**src/rtl/axi_lite_pkg.sv**
```systemverilog
// Shared AXI-lite response codes and the write/read FSM state encodings
// used by the 1-to-NUM_M bus demux.
package axi_lite_pkg;

  localparam int RESP_OKAY   = 0;
  localparam int RESP_SLVERR = 2;
  localparam int RESP_DECERR = 3;

  // The *WAIT states hold the downstream response ready until the selected port answers.
  typedef enum logic [1:0] {W_IDLE, W_FWD, W_BWAIT, W_RESP} w_state_e;
  typedef enum logic [1:0] {R_IDLE, R_FWD, R_RWAIT, R_RESP} r_state_e;

endpackage

```
**src/rtl/axi_lite_addr_decode.sv**
```systemverilog
// Address decoder: compares one address against NUM_M base/mask pairs and
// returns a one-hot port select, lowest index winning on overlap.
module axi_lite_addr_decode #(
  parameter int ADDR_WIDTH = 8,
  parameter int NUM_M      = 4,
  parameter logic [NUM_M*ADDR_WIDTH-1:0] M_BASE = '0,
  parameter logic [NUM_M*ADDR_WIDTH-1:0] M_MASK = '0
)(
  input  logic [ADDR_WIDTH-1:0] addr_i,
  output logic [NUM_M-1:0]      hit_o,
  output logic                  miss_o
);

  logic [NUM_M-1:0] match;

  for (genvar gi = 0; gi < NUM_M; gi++) begin : g_match
    assign match[gi] = (addr_i & M_MASK[gi*ADDR_WIDTH +: ADDR_WIDTH])
                       == M_BASE[gi*ADDR_WIDTH +: ADDR_WIDTH];
  end

  always_comb begin
    logic found;
    found = 1'b0;
    hit_o = '0;
    for (int i = 0; i < NUM_M; i++) begin
      if (match[i] && !found) begin
        hit_o[i] = 1'b1;
        found    = 1'b1;
      end
    end
  end

  assign miss_o = ~|match;

endmodule

```
**src/rtl/axi_lite_bus_demux.sv**
```systemverilog
// AXI-lite 1-to-NUM_M demux: one outstanding write and one outstanding read,
// each decoded, forwarded to a single downstream port and routed back.
module axi_lite_bus_demux
  import axi_lite_pkg::*;
#(
  parameter int DATA_WIDTH = 32,
  parameter int ADDR_WIDTH = 8,
  parameter int RESP_WIDTH = 3,
  parameter int NUM_M      = 4,
  parameter logic [NUM_M*ADDR_WIDTH-1:0] M_BASE = {8'h30, 8'h20, 8'h10, 8'h00},
  parameter logic [NUM_M*ADDR_WIDTH-1:0] M_MASK = {8'hF0, 8'hF0, 8'hF0, 8'hF0}
)(
  input  logic                             axi_aclk,
  input  logic                             axi_areset,
  input  logic [ADDR_WIDTH-1:0]            s0_axi_awaddr,
  input  logic                             s0_axi_awvalid,
  output logic                             s0_axi_awready,
  input  logic [DATA_WIDTH-1:0]            s0_axi_wdata,
  input  logic [DATA_WIDTH/8-1:0]          s0_axi_wstrb,
  input  logic                             s0_axi_wvalid,
  output logic                             s0_axi_wready,
  output logic [RESP_WIDTH-1:0]            s0_axi_bresp,
  output logic                             s0_axi_bvalid,
  input  logic                             s0_axi_bready,
  input  logic [ADDR_WIDTH-1:0]            s0_axi_araddr,
  input  logic                             s0_axi_arvalid,
  output logic                             s0_axi_arready,
  output logic [DATA_WIDTH-1:0]            s0_axi_rdata,
  output logic [RESP_WIDTH-1:0]            s0_axi_rresp,
  output logic                             s0_axi_rvalid,
  input  logic                             s0_axi_rready,
  output logic [NUM_M*ADDR_WIDTH-1:0]      m_axi_awaddr,
  output logic [NUM_M-1:0]                 m_axi_awvalid,
  input  logic [NUM_M-1:0]                 m_axi_awready,
  output logic [NUM_M*DATA_WIDTH-1:0]      m_axi_wdata,
  output logic [NUM_M*DATA_WIDTH/8-1:0]    m_axi_wstrb,
  output logic [NUM_M-1:0]                 m_axi_wvalid,
  input  logic [NUM_M-1:0]                 m_axi_wready,
  input  logic [NUM_M*RESP_WIDTH-1:0]      m_axi_bresp,
  input  logic [NUM_M-1:0]                 m_axi_bvalid,
  output logic [NUM_M-1:0]                 m_axi_bready,
  output logic [NUM_M*ADDR_WIDTH-1:0]      m_axi_araddr,
  output logic [NUM_M-1:0]                 m_axi_arvalid,
  input  logic [NUM_M-1:0]                 m_axi_arready,
  input  logic [NUM_M*DATA_WIDTH-1:0]      m_axi_rdata,
  input  logic [NUM_M*RESP_WIDTH-1:0]      m_axi_rresp,
  input  logic [NUM_M-1:0]                 m_axi_rvalid,
  output logic [NUM_M-1:0]                 m_axi_rready
);

  localparam int STRB_WIDTH = DATA_WIDTH / 8;

  w_state_e                w_state_q, w_state_d;
  logic [NUM_M-1:0]        w_sel_q, w_sel_d;
  logic [ADDR_WIDTH-1:0]   awaddr_q, awaddr_d;
  logic [DATA_WIDTH-1:0]   wdata_q, wdata_d;
  logic [STRB_WIDTH-1:0]   wstrb_q, wstrb_d;
  logic                    aw_pend_q, aw_pend_d, w_pend_q, w_pend_d;
  logic [RESP_WIDTH-1:0]   bresp_q, bresp_d;

  r_state_e                r_state_q, r_state_d;
  logic [NUM_M-1:0]        r_sel_q, r_sel_d;
  logic [ADDR_WIDTH-1:0]   araddr_q, araddr_d;
  logic                    ar_pend_q, ar_pend_d;
  logic [DATA_WIDTH-1:0]   rdata_q, rdata_d;
  logic [RESP_WIDTH-1:0]   rresp_q, rresp_d;

  logic [NUM_M-1:0]        aw_hit, ar_hit;
  logic                    aw_miss, ar_miss, w_accept, r_accept;
  logic [RESP_WIDTH-1:0]   m_bresp_sel, m_rresp_sel;
  logic [DATA_WIDTH-1:0]   m_rdata_sel;

  axi_lite_addr_decode #(.ADDR_WIDTH(ADDR_WIDTH), .NUM_M(NUM_M), .M_BASE(M_BASE), .M_MASK(M_MASK))
    u_aw_decode (.addr_i(s0_axi_awaddr), .hit_o(aw_hit), .miss_o(aw_miss));
  axi_lite_addr_decode #(.ADDR_WIDTH(ADDR_WIDTH), .NUM_M(NUM_M), .M_BASE(M_BASE), .M_MASK(M_MASK))
    u_ar_decode (.addr_i(s0_axi_araddr), .hit_o(ar_hit), .miss_o(ar_miss));

  // AW and W are only taken together so the write FSM never holds half a transaction.
  assign w_accept = (w_state_q == W_IDLE) && s0_axi_awvalid && s0_axi_wvalid && !axi_areset;
  assign r_accept = (r_state_q == R_IDLE) && s0_axi_arvalid && !axi_areset;

  assign s0_axi_awready = w_accept;
  assign s0_axi_wready  = w_accept;
  assign s0_axi_arready = r_accept;
  assign s0_axi_bvalid  = (w_state_q == W_RESP);
  assign s0_axi_bresp   = bresp_q;
  assign s0_axi_rvalid  = (r_state_q == R_RESP);
  assign s0_axi_rresp   = rresp_q;
  assign s0_axi_rdata   = rdata_q;

  always_comb begin
    m_bresp_sel = '0;
    m_rresp_sel = '0;
    m_rdata_sel = '0;
    for (int i = 0; i < NUM_M; i++) begin
      if (w_sel_q[i]) m_bresp_sel = m_bresp_sel | m_axi_bresp[i*RESP_WIDTH +: RESP_WIDTH];
      if (r_sel_q[i]) begin
        m_rresp_sel = m_rresp_sel | m_axi_rresp[i*RESP_WIDTH +: RESP_WIDTH];
        m_rdata_sel = m_rdata_sel | m_axi_rdata[i*DATA_WIDTH +: DATA_WIDTH];
      end
    end
  end

  always_comb begin
    w_state_d = w_state_q;
    w_sel_d   = w_sel_q;
    awaddr_d  = awaddr_q;
    wdata_d   = wdata_q;
    wstrb_d   = wstrb_q;
    aw_pend_d = aw_pend_q;
    w_pend_d  = w_pend_q;
    bresp_d   = bresp_q;
    case (w_state_q)
      W_IDLE: if (w_accept) begin
        awaddr_d = s0_axi_awaddr;
        wdata_d  = s0_axi_wdata;
        wstrb_d  = s0_axi_wstrb;
        if (aw_miss) begin
          bresp_d   = RESP_WIDTH'(RESP_DECERR);
          w_sel_d   = '0;
          w_state_d = W_RESP;
        end else begin
          w_sel_d   = aw_hit;
          aw_pend_d = 1'b1;
          w_pend_d  = 1'b1;
          w_state_d = W_FWD;
        end
      end
      W_FWD: begin
        if (|(m_axi_awready & w_sel_q)) aw_pend_d = 1'b0;
        if (|(m_axi_wready & w_sel_q))  w_pend_d  = 1'b0;
        if (!aw_pend_d && !w_pend_d)    w_state_d = W_BWAIT;
      end
      W_BWAIT: if (|(m_axi_bvalid & w_sel_q)) begin
        bresp_d   = m_bresp_sel;
        w_state_d = W_RESP;
      end
      W_RESP: if (s0_axi_bready) begin
        w_sel_d   = '0;
        w_state_d = W_IDLE;
      end
      default: w_state_d = W_IDLE;
    endcase
  end

  always_comb begin
    r_state_d = r_state_q;
    r_sel_d   = r_sel_q;
    araddr_d  = araddr_q;
    ar_pend_d = ar_pend_q;
    rdata_d   = rdata_q;
    rresp_d   = rresp_q;
    case (r_state_q)
      R_IDLE: if (r_accept) begin
        araddr_d = s0_axi_araddr;
        if (ar_miss) begin
          rdata_d   = '0;
          rresp_d   = RESP_WIDTH'(RESP_DECERR);
          r_sel_d   = '0;
          r_state_d = R_RESP;
        end else begin
          r_sel_d   = ar_hit;
          ar_pend_d = 1'b1;
          r_state_d = R_FWD;
        end
      end
      R_FWD: if (|(m_axi_arready & r_sel_q)) begin
        ar_pend_d = 1'b0;
        r_state_d = R_RWAIT;
      end
      R_RWAIT: if (|(m_axi_rvalid & r_sel_q)) begin
        rdata_d   = m_rdata_sel;
        rresp_d   = m_rresp_sel;
        r_state_d = R_RESP;
      end
      R_RESP: if (s0_axi_rready) begin
        r_sel_d   = '0;
        r_state_d = R_IDLE;
      end
      default: r_state_d = R_IDLE;
    endcase
  end

  always_ff @(posedge axi_aclk) begin
    if (axi_areset) begin
      w_state_q <= W_IDLE;
      w_sel_q   <= '0;
      awaddr_q  <= '0;
      wdata_q   <= '0;
      wstrb_q   <= '0;
      aw_pend_q <= 1'b0;
      w_pend_q  <= 1'b0;
      bresp_q   <= '0;
    end else begin
      w_state_q <= w_state_d;
      w_sel_q   <= w_sel_d;
      awaddr_q  <= awaddr_d;
      wdata_q   <= wdata_d;
      wstrb_q   <= wstrb_d;
      aw_pend_q <= aw_pend_d;
      w_pend_q  <= w_pend_d;
      bresp_q   <= bresp_d;
    end
  end

  always_ff @(posedge axi_aclk) begin
    if (axi_areset) begin
      r_state_q <= R_IDLE;
      r_sel_q   <= '0;
      araddr_q  <= '0;
      ar_pend_q <= 1'b0;
      rdata_q   <= '0;
      rresp_q   <= '0;
    end else begin
      r_state_q <= r_state_d;
      r_sel_q   <= r_sel_d;
      araddr_q  <= araddr_d;
      ar_pend_q <= ar_pend_d;
      rdata_q   <= rdata_d;
      rresp_q   <= rresp_d;
    end
  end

  // Payload is zeroed on unselected ports so only the target ever sees the transaction.
  for (genvar gi = 0; gi < NUM_M; gi++) begin : g_port
    assign m_axi_awvalid[gi] = w_sel_q[gi] & aw_pend_q;
    assign m_axi_wvalid[gi]  = w_sel_q[gi] & w_pend_q;
    assign m_axi_bready[gi]  = w_sel_q[gi] & (w_state_q == W_BWAIT);
    assign m_axi_arvalid[gi] = r_sel_q[gi] & ar_pend_q;
    assign m_axi_rready[gi]  = r_sel_q[gi] & (r_state_q == R_RWAIT);
    assign m_axi_awaddr[gi*ADDR_WIDTH +: ADDR_WIDTH] = w_sel_q[gi] ? awaddr_q : '0;
    assign m_axi_wdata[gi*DATA_WIDTH +: DATA_WIDTH]  = w_sel_q[gi] ? wdata_q : '0;
    assign m_axi_wstrb[gi*STRB_WIDTH +: STRB_WIDTH]  = w_sel_q[gi] ? wstrb_q : '0;
    assign m_axi_araddr[gi*ADDR_WIDTH +: ADDR_WIDTH] = r_sel_q[gi] ? araddr_q : '0;
  end

endmodule
```
**config.mk**
```make
export PLATFORM = sky130hd
export DESIGN_NAME = axi_lite_bus_demux
export DESIGN_NICKNAME = d
export VERILOG_FILES = /design/src/rtl/axi_lite_pkg.sv /design/src/rtl/axi_lite_addr_decode.sv /design/src/rtl/axi_lite_bus_demux.sv
export SDC_FILE = /design/constraint.sdc
export NUM_CORES = 1
export LEC_CHECK = 0
export CAP_MARGIN = 25
export CELL_PAD_IN_SITES_DETAIL_PLACEMENT = 1
export CELL_PAD_IN_SITES_GLOBAL_PLACEMENT = 1
export CORE_MARGIN = 10
export CORE_UTILIZATION = 21
export DETAILED_ROUTE_END_ITERATION = 7
export GPL_ROUTABILITY_DRIVEN = 1
export GPL_TIMING_DRIVEN = 0
export PLACE_DENSITY_LB_ADDON = 0.1
export SLEW_MARGIN = 5
export SYNTH_ARGS = -nofsm -noshare
export SYNTH_HDL_FRONTEND = slang
export SYNTH_SLANG_ARGS = --single-unit
```
**constraint.sdc**
```tcl
create_clock -name axi_aclk -period 1.6 [get_ports axi_aclk]
set_clock_uncertainty 0.1 [all_clocks]
set_input_delay 0.32 -clock axi_aclk [delete_from_list [all_inputs] [get_ports axi_aclk]]
set_output_delay 0.32 -clock axi_aclk [all_outputs]
set_load 0.005 [all_outputs]
```
# Yosys cells after proc, flatten, opt, wreduce, memory -nomap -nowiden
# Index checks and enable logic that the tools add are counted.
# W data, S select, Z words.
classes:
  muxes: 84
  n_reduce_logical: 48
  n_eq_ne: 24
  n_bitwise: 34
op_table:
  columns: ["operator", "count"]
  rows:
  - ["$mux W32", 11]
  - ["$or A32 B32 Y32", 3]
  - ["$mux W8", 8]
  - ["$pmux W32 S2", 1]
  - ["$mux W3", 14]
  - ["$mux W4", 10]
  - ["$reduce_or A4 Y1", 7]
  - ["$mux W1", 21]
  - ["$and A1 B1 Y1", 20]
  - ["$and A4 B4 Y4", 5]
  - ["$mux W2", 10]
  - ["$reduce_and A4 Y1", 5]
  - ["$or A3 B3 Y3", 6]
  - ["$eq A4 B2 Y1 const B", 4]
  - ["$logic_not A8 Y1", 2]
  - ["$ne A2 B2 Y1 const B", 8]
  - ["$pmux W2 S4", 2]
  - ["$pmux W4 S2", 2]
  - ["$logic_and A1 B1 Y1", 12]
  - ["$pmux W3 S2", 2]
  - ["$reduce_bool A2 Y1", 6]
  - ["$logic_not A1 Y1", 9]
  - ["$reduce_and A3 Y1", 3]
  - ["$eq A2 B2 Y1 const B", 4]
  - ["other kinds (6)", 15]
word_totals:
  reg_bits: 105
  inputBits: 231
  output_inout_bits: 271
  wordCells: 204

# Logic depth before layout (Yosys ltp)
logic_depth:
  depth_word: 14
  ltp_mapped: 9
  depth_no_buf: 6

# By module
# From an unflattened synthesis, not the netlist that was laid out.
unflattened:
  hier_cells: 906
  area_unflattened_um2: 6677.7
by_module_without_submodules:
  columns: ["module", "cells_per_inst", "instances", "seq_area_each_um2", "area_each_um2"]
  rows:
  - ["axi_lite_bus_demux", 896, 1, 2102.0, 6592.6]
  - ["axi_lite_addr_decode", 5, 2, 0.0, 42.5]

# Worst setup path after synthesis
# OpenSTA, ideal clock, no wires.
synth_timing:
  path_type: "register -> output"
  from: "register w_state_q[0]"
  to: "output s0_axi_wready"
  required_time_ns: 1.180
  path_stages_with_launch: 7
  path_buffers: 2
  slack_ns: -0.167
  arrival_ns: 1.347
  cell_sequence: "dfxtp_1 inv_1 ha_1 nand4b_2 inv_2 buf_2 buf_4"
synth_via:
  elab_chain_len: 4
synth_lines:
  columns: ["item", "line_no", "text"]
  rows:
  - ["from (decl)", "axi_lite_bus_demux.sv:53", "w_state_e w_state_q, w_state_d;"]
  - ["from (signal assigned)", "axi_lite_bus_demux.sv:195", "w_state_q <= w_state_d;"]
  - ["$logic_not A2 Y1", "axi_lite_bus_demux.sv:79", "assign w_accept = (w_state_q == W_IDLE) && s0_axi_awvalid && s0_axi_wvalid && !axi_areset;"]
  - ["$logic_and A1 B1 Y1 (3 in a row)", "axi_lite_bus_demux.sv:79", null]
  - ["to (decl)", "axi_lite_bus_demux.sv:21", "output logic s0_axi_wready,"]
# No other way between the ends.

# Worst setup path after layout
layout_timing:
  from: "register w_state_q[1]"
  to: "output s0_axi_wready"
# The elaborated chain is that of the path after synthesis.

==> impl_metrics.csv <==
group,metric,value,unit
clocking,h-tree-depth,3,
power,cellPowerDensity,668.4,mW/mm²
floorplan,row_count,65,
floorplan,die_w,200.2,µm
routing,viasPerCell,4.758,
synth,netlist-cell-type-count,51,
outcome,status,"finished with violations",
layout,drive_gt1_share,50.22,%
place,io_buffers,501,
timing,maxSlewViolCount,0,
timing,finalHoldViolCount,0,
grt,grt_util_all_layers,22.91,%
routing,drtPass1Iterations,5,
clocking,clockBufferDepth,2,
grt,grt_pass1_wl,70.36,mm
power,p_leak,7.067,nW
setup_path,crit_type,"flip-flop to output pin",
place,place.gp.congestion,0.7675,
synth,synth_top_area_share,30.84,%
timing,clock.fmax,512.6,MHz
setup_path,required,1.18,ns
synth,yosys.area.top_type,"dfxtp_1",
layout,area_growth,140.5,%
outcome,failed_checks,"negative setup slack",
synth,synth-main-ff-cell,"dfxtp_1",
hold_path,hold_class,"flip-flop to flip-flop",
floorplan,die_y,200.2,µm
synth,netlist_area,0.006817,mm²
timing,min_period,1.951,ns
routing,wl,50.12,mm
grt,grt-ovfl-total,0,
synth,synth.avg_cell_area,7.491,µm²
floorplan,start_util,21.44,%
timing,fin_setup_tns,-45.03,ns
routing,vias,9558,
setup_path,cp-end-kind,"output pin",
synth,synthCells,910,
place,place_hpwl,35.57,mm
grt,grt_pass1_vias,10333,
clocking,cts_buffers,9,
run,drv_cap,0,
routing,first_iter_violations,362,
timing,finalSetupViolCount,306,
timing,tightestPinTransition,0.7158,ns
synth,synth_fp_nets,1150,
floorplan,dieArea,0.04007,mm²
routing,ant_nets,0,
clocking,cts-root-buf,"clkbuf_16",
timing,rsz0062_at_grt,"true",
setup_path,critPathLaunchType,"flip-flop",
timing,setup_ws,-0.3510,ns
grt,antenna_found_initial,5,
floorplan,io_pins,502,
routing,remaining_drc_errors,0,
setup_path,cp.arrival,1.53,ns
routing,wl_per_cell,24.95,µm
synth,yosysWarnings,0,
timing,slew_headroom,52.28,%
synth,synth_area_leaders,"dfxtp_1, and2_1, a22oi_1, nand2_1, o21ai_1",
clocking,cts_tree,"yes",
setup_path,worstPathMaxFanout,4,
layout,final_core_util,51.55,%
timing,fin_crit_sh,121.9,%
clocking,clkSlewWorstSetupHoldPaths,0.08,ns
clocking,clk_latency,0.36,ns
synth,ys_ff_latch,105,
power,peakVddDrop,0.5325,mV
synth,synth_edf_count,0,
grt,grt_start_max_net_pins,17,
synth,ys_async_sr_fraction,0,%
synth,synth-seq-area-share,30.84,%
layout,fin_nets,1806,
floorplan,core,0.03180,mm²
clocking,cts.sinks,105,
through the flow:
stage                     area [µm²]  setup slack [ns]  hold slack, ns  total power [mW]  cells
after floorplan                 6864          -0.01718          0.3077             4.758    910
after global placement         12420            -1.628          0.3620             6.228   1846
after detailed placement       12420            -1.635          0.3771             6.283   1846
after CTS                      14920           -0.3515          0.3616             10.22   1984
after global routing           16390           -0.3932          0.3861             11.44   2009
final                          16390           -0.3510          0.3582             10.96   2009
cell usage in the layout, fill, tap and decap left out, types with 4 or more instances in the layout:
cell,Yosys,routed
clkbuf_16,0,32
buf_4,8,62
buf_6,2,293
clkbuf_1,44,11
dfxtp_2,0,6
buf_2,21,11
buf_8,0,41
a21oi_2,0,14
ha_4,0,5
dfxtp_1,105,90
dlygate4sd2_1,0,38
a222oi_1,7,7
nand4_1,37,37
clkdlybuf4s50_1,0,228
and2_4,0,222
nand2_1,107,106
o21ai_1,73,57
and2_1,229,7
a21oi_1,51,36
a311oi_1,5,4
inv_4,0,4
buf_12,0,15
a22oi_1,71,71
nand2b_1,49,49
o21ai_2,0,19
nor2_1,10,9
dfxtp_4,0,9
clkbuf_2,1,8
flip-flops by register name, indices dropped and copies added, names as in the netlist:
| name | flops |
|---|---|
| s0_axi_rresp | 3 |
| w_state_q | 2 |
| aw_pend_q | 1 |
| araddr_q | 8 |
| wdata_q | 32 |
| s0_axi_rdata | 32 |
| s0_axi_bresp | 3 |
| r_sel_q | 4 |
| r_state_q | 2 |
| w_sel_q | 4 |
| ar_pend_q | 1 |
| wstrb_q | 4 |
| awaddr_q | 8 |
| w_pend_q | 1 |
report_power, final:
| part | internal (mW) | switching (mW) | total (mW) |
|---|---|---|---|
| clock network | 1.37 | 1.10 | 2.48 |
| registers | 2.88 | 0.399 | 3.28 |
| logic | 2.85 | 2.35 | 5.20 |
| total | 7.10 | 3.85 | 11.0 |
final cells by class:
class | count | area (µm²)
Multi-Input combinational cell | 708 | 5210
Clock buffer | 11 | 232.7
Fill cell | 3548 | 15410
Sequential cell | 105 | 2143
Buffer | 75 | 1069
Antenna cell | 3 | 7.507
Tap cell | 435 | 544.3
Clock inverter | 5 | 80.08
Inverter | 6 | 32.53
Timing Repair Buffer | 661 | 7073
worst max-delay path, stage by stage (launching register included):
cell and delay [ns]:
dfxtp_2 0.33, inv_2 0.08, ha_4 0.17, nand4b_4 0.17, inv_4 0.13, buf_8 0.12
buf_6 0.08, buf_6 0.08
layer usage:
| metal | up-vias | track usage (%) | routed length, µm |
|---|---|---|---|
| li1 | 4445 | - | - |
| met1 | 4733 | 24.47 | 18800 |
| met2 | 335 | 41.93 | 26270 |
| met3 | 41 | 7.866 | 4147 |
| met4 | 4 | 5.887 | 864 |
| met5 | - | 0 | 36 |
synthesized netlist by cell type (2+ instances only):
| library cell | instances |
|---|---|
| ha_1 | 9 |
| nor2_1 | 10 |
| clkbuf_1 | 44 |
| buf_2 | 21 |
| nand4b_1 | 2 |
| dfxtp_1 | 105 |
| a222oi_1 | 7 |
| o2bb2ai_1 | 2 |
| buf_6 | 2 |
| o21ai_1 | 73 |
| mux2i_1 | 3 |
| o31ai_1 | 2 |
| and3_1 | 2 |
| inv_1 | 5 |
| a22oi_1 | 71 |
| and4_1 | 2 |
| nor2b_1 | 5 |
| nand2b_1 | 49 |
| or2_1 | 2 |
| a21oi_1 | 51 |
| a311o_1 | 2 |
| nand2_1 | 107 |
| nor3_1 | 7 |
| and2_1 | 229 |
| buf_4 | 8 |
| o21ai_0 | 6 |
| nand3_1 | 6 |
| nand4_1 | 37 |
| buf_1 | 15 |
| a311oi_1 | 5 |
cells by family (layout without fill, tap and decap cells):
kind of cell    count (synthesis)  count (layout)  share of synthesized area, %
fa+ha+maj                       9               9                         1.652
other cells                     0               3                             0
mux                             3               3                        0.4405
compound gates                230             230                         21.71
buf+inv                        97             758                         6.406
simple gates                  466             466                         38.95
flops                         105             105                         30.84
timing repair:
item                       4_1_cts  5_1_grt
setup endpoints to repair      376      332
hold buffers                     0        0
setup buffers                  102       41
gates cloned                    24        8
gates resized for setup       1476      393
pin swaps                       60       40
path summary, 6_finish.rpt:
| kind | slack [ns] | to | from | cells past startpoint |
|---|---|---|---|---|
| min reg2reg | 0.36 | s0_axi_rdata[28] | s0_axi_rdata[28] | 2 |
| max reg2reg | -0.26 | w_state_q[0] | w_sel_q[2] | 7 |
| min | 0.36 | s0_axi_rdata[28] | s0_axi_rdata[28] | 2 |
| max | -0.35 | s0_axi_wready | w_state_q[1] | 7 |
Note: power is estimated with default switching activity, not from simulation.
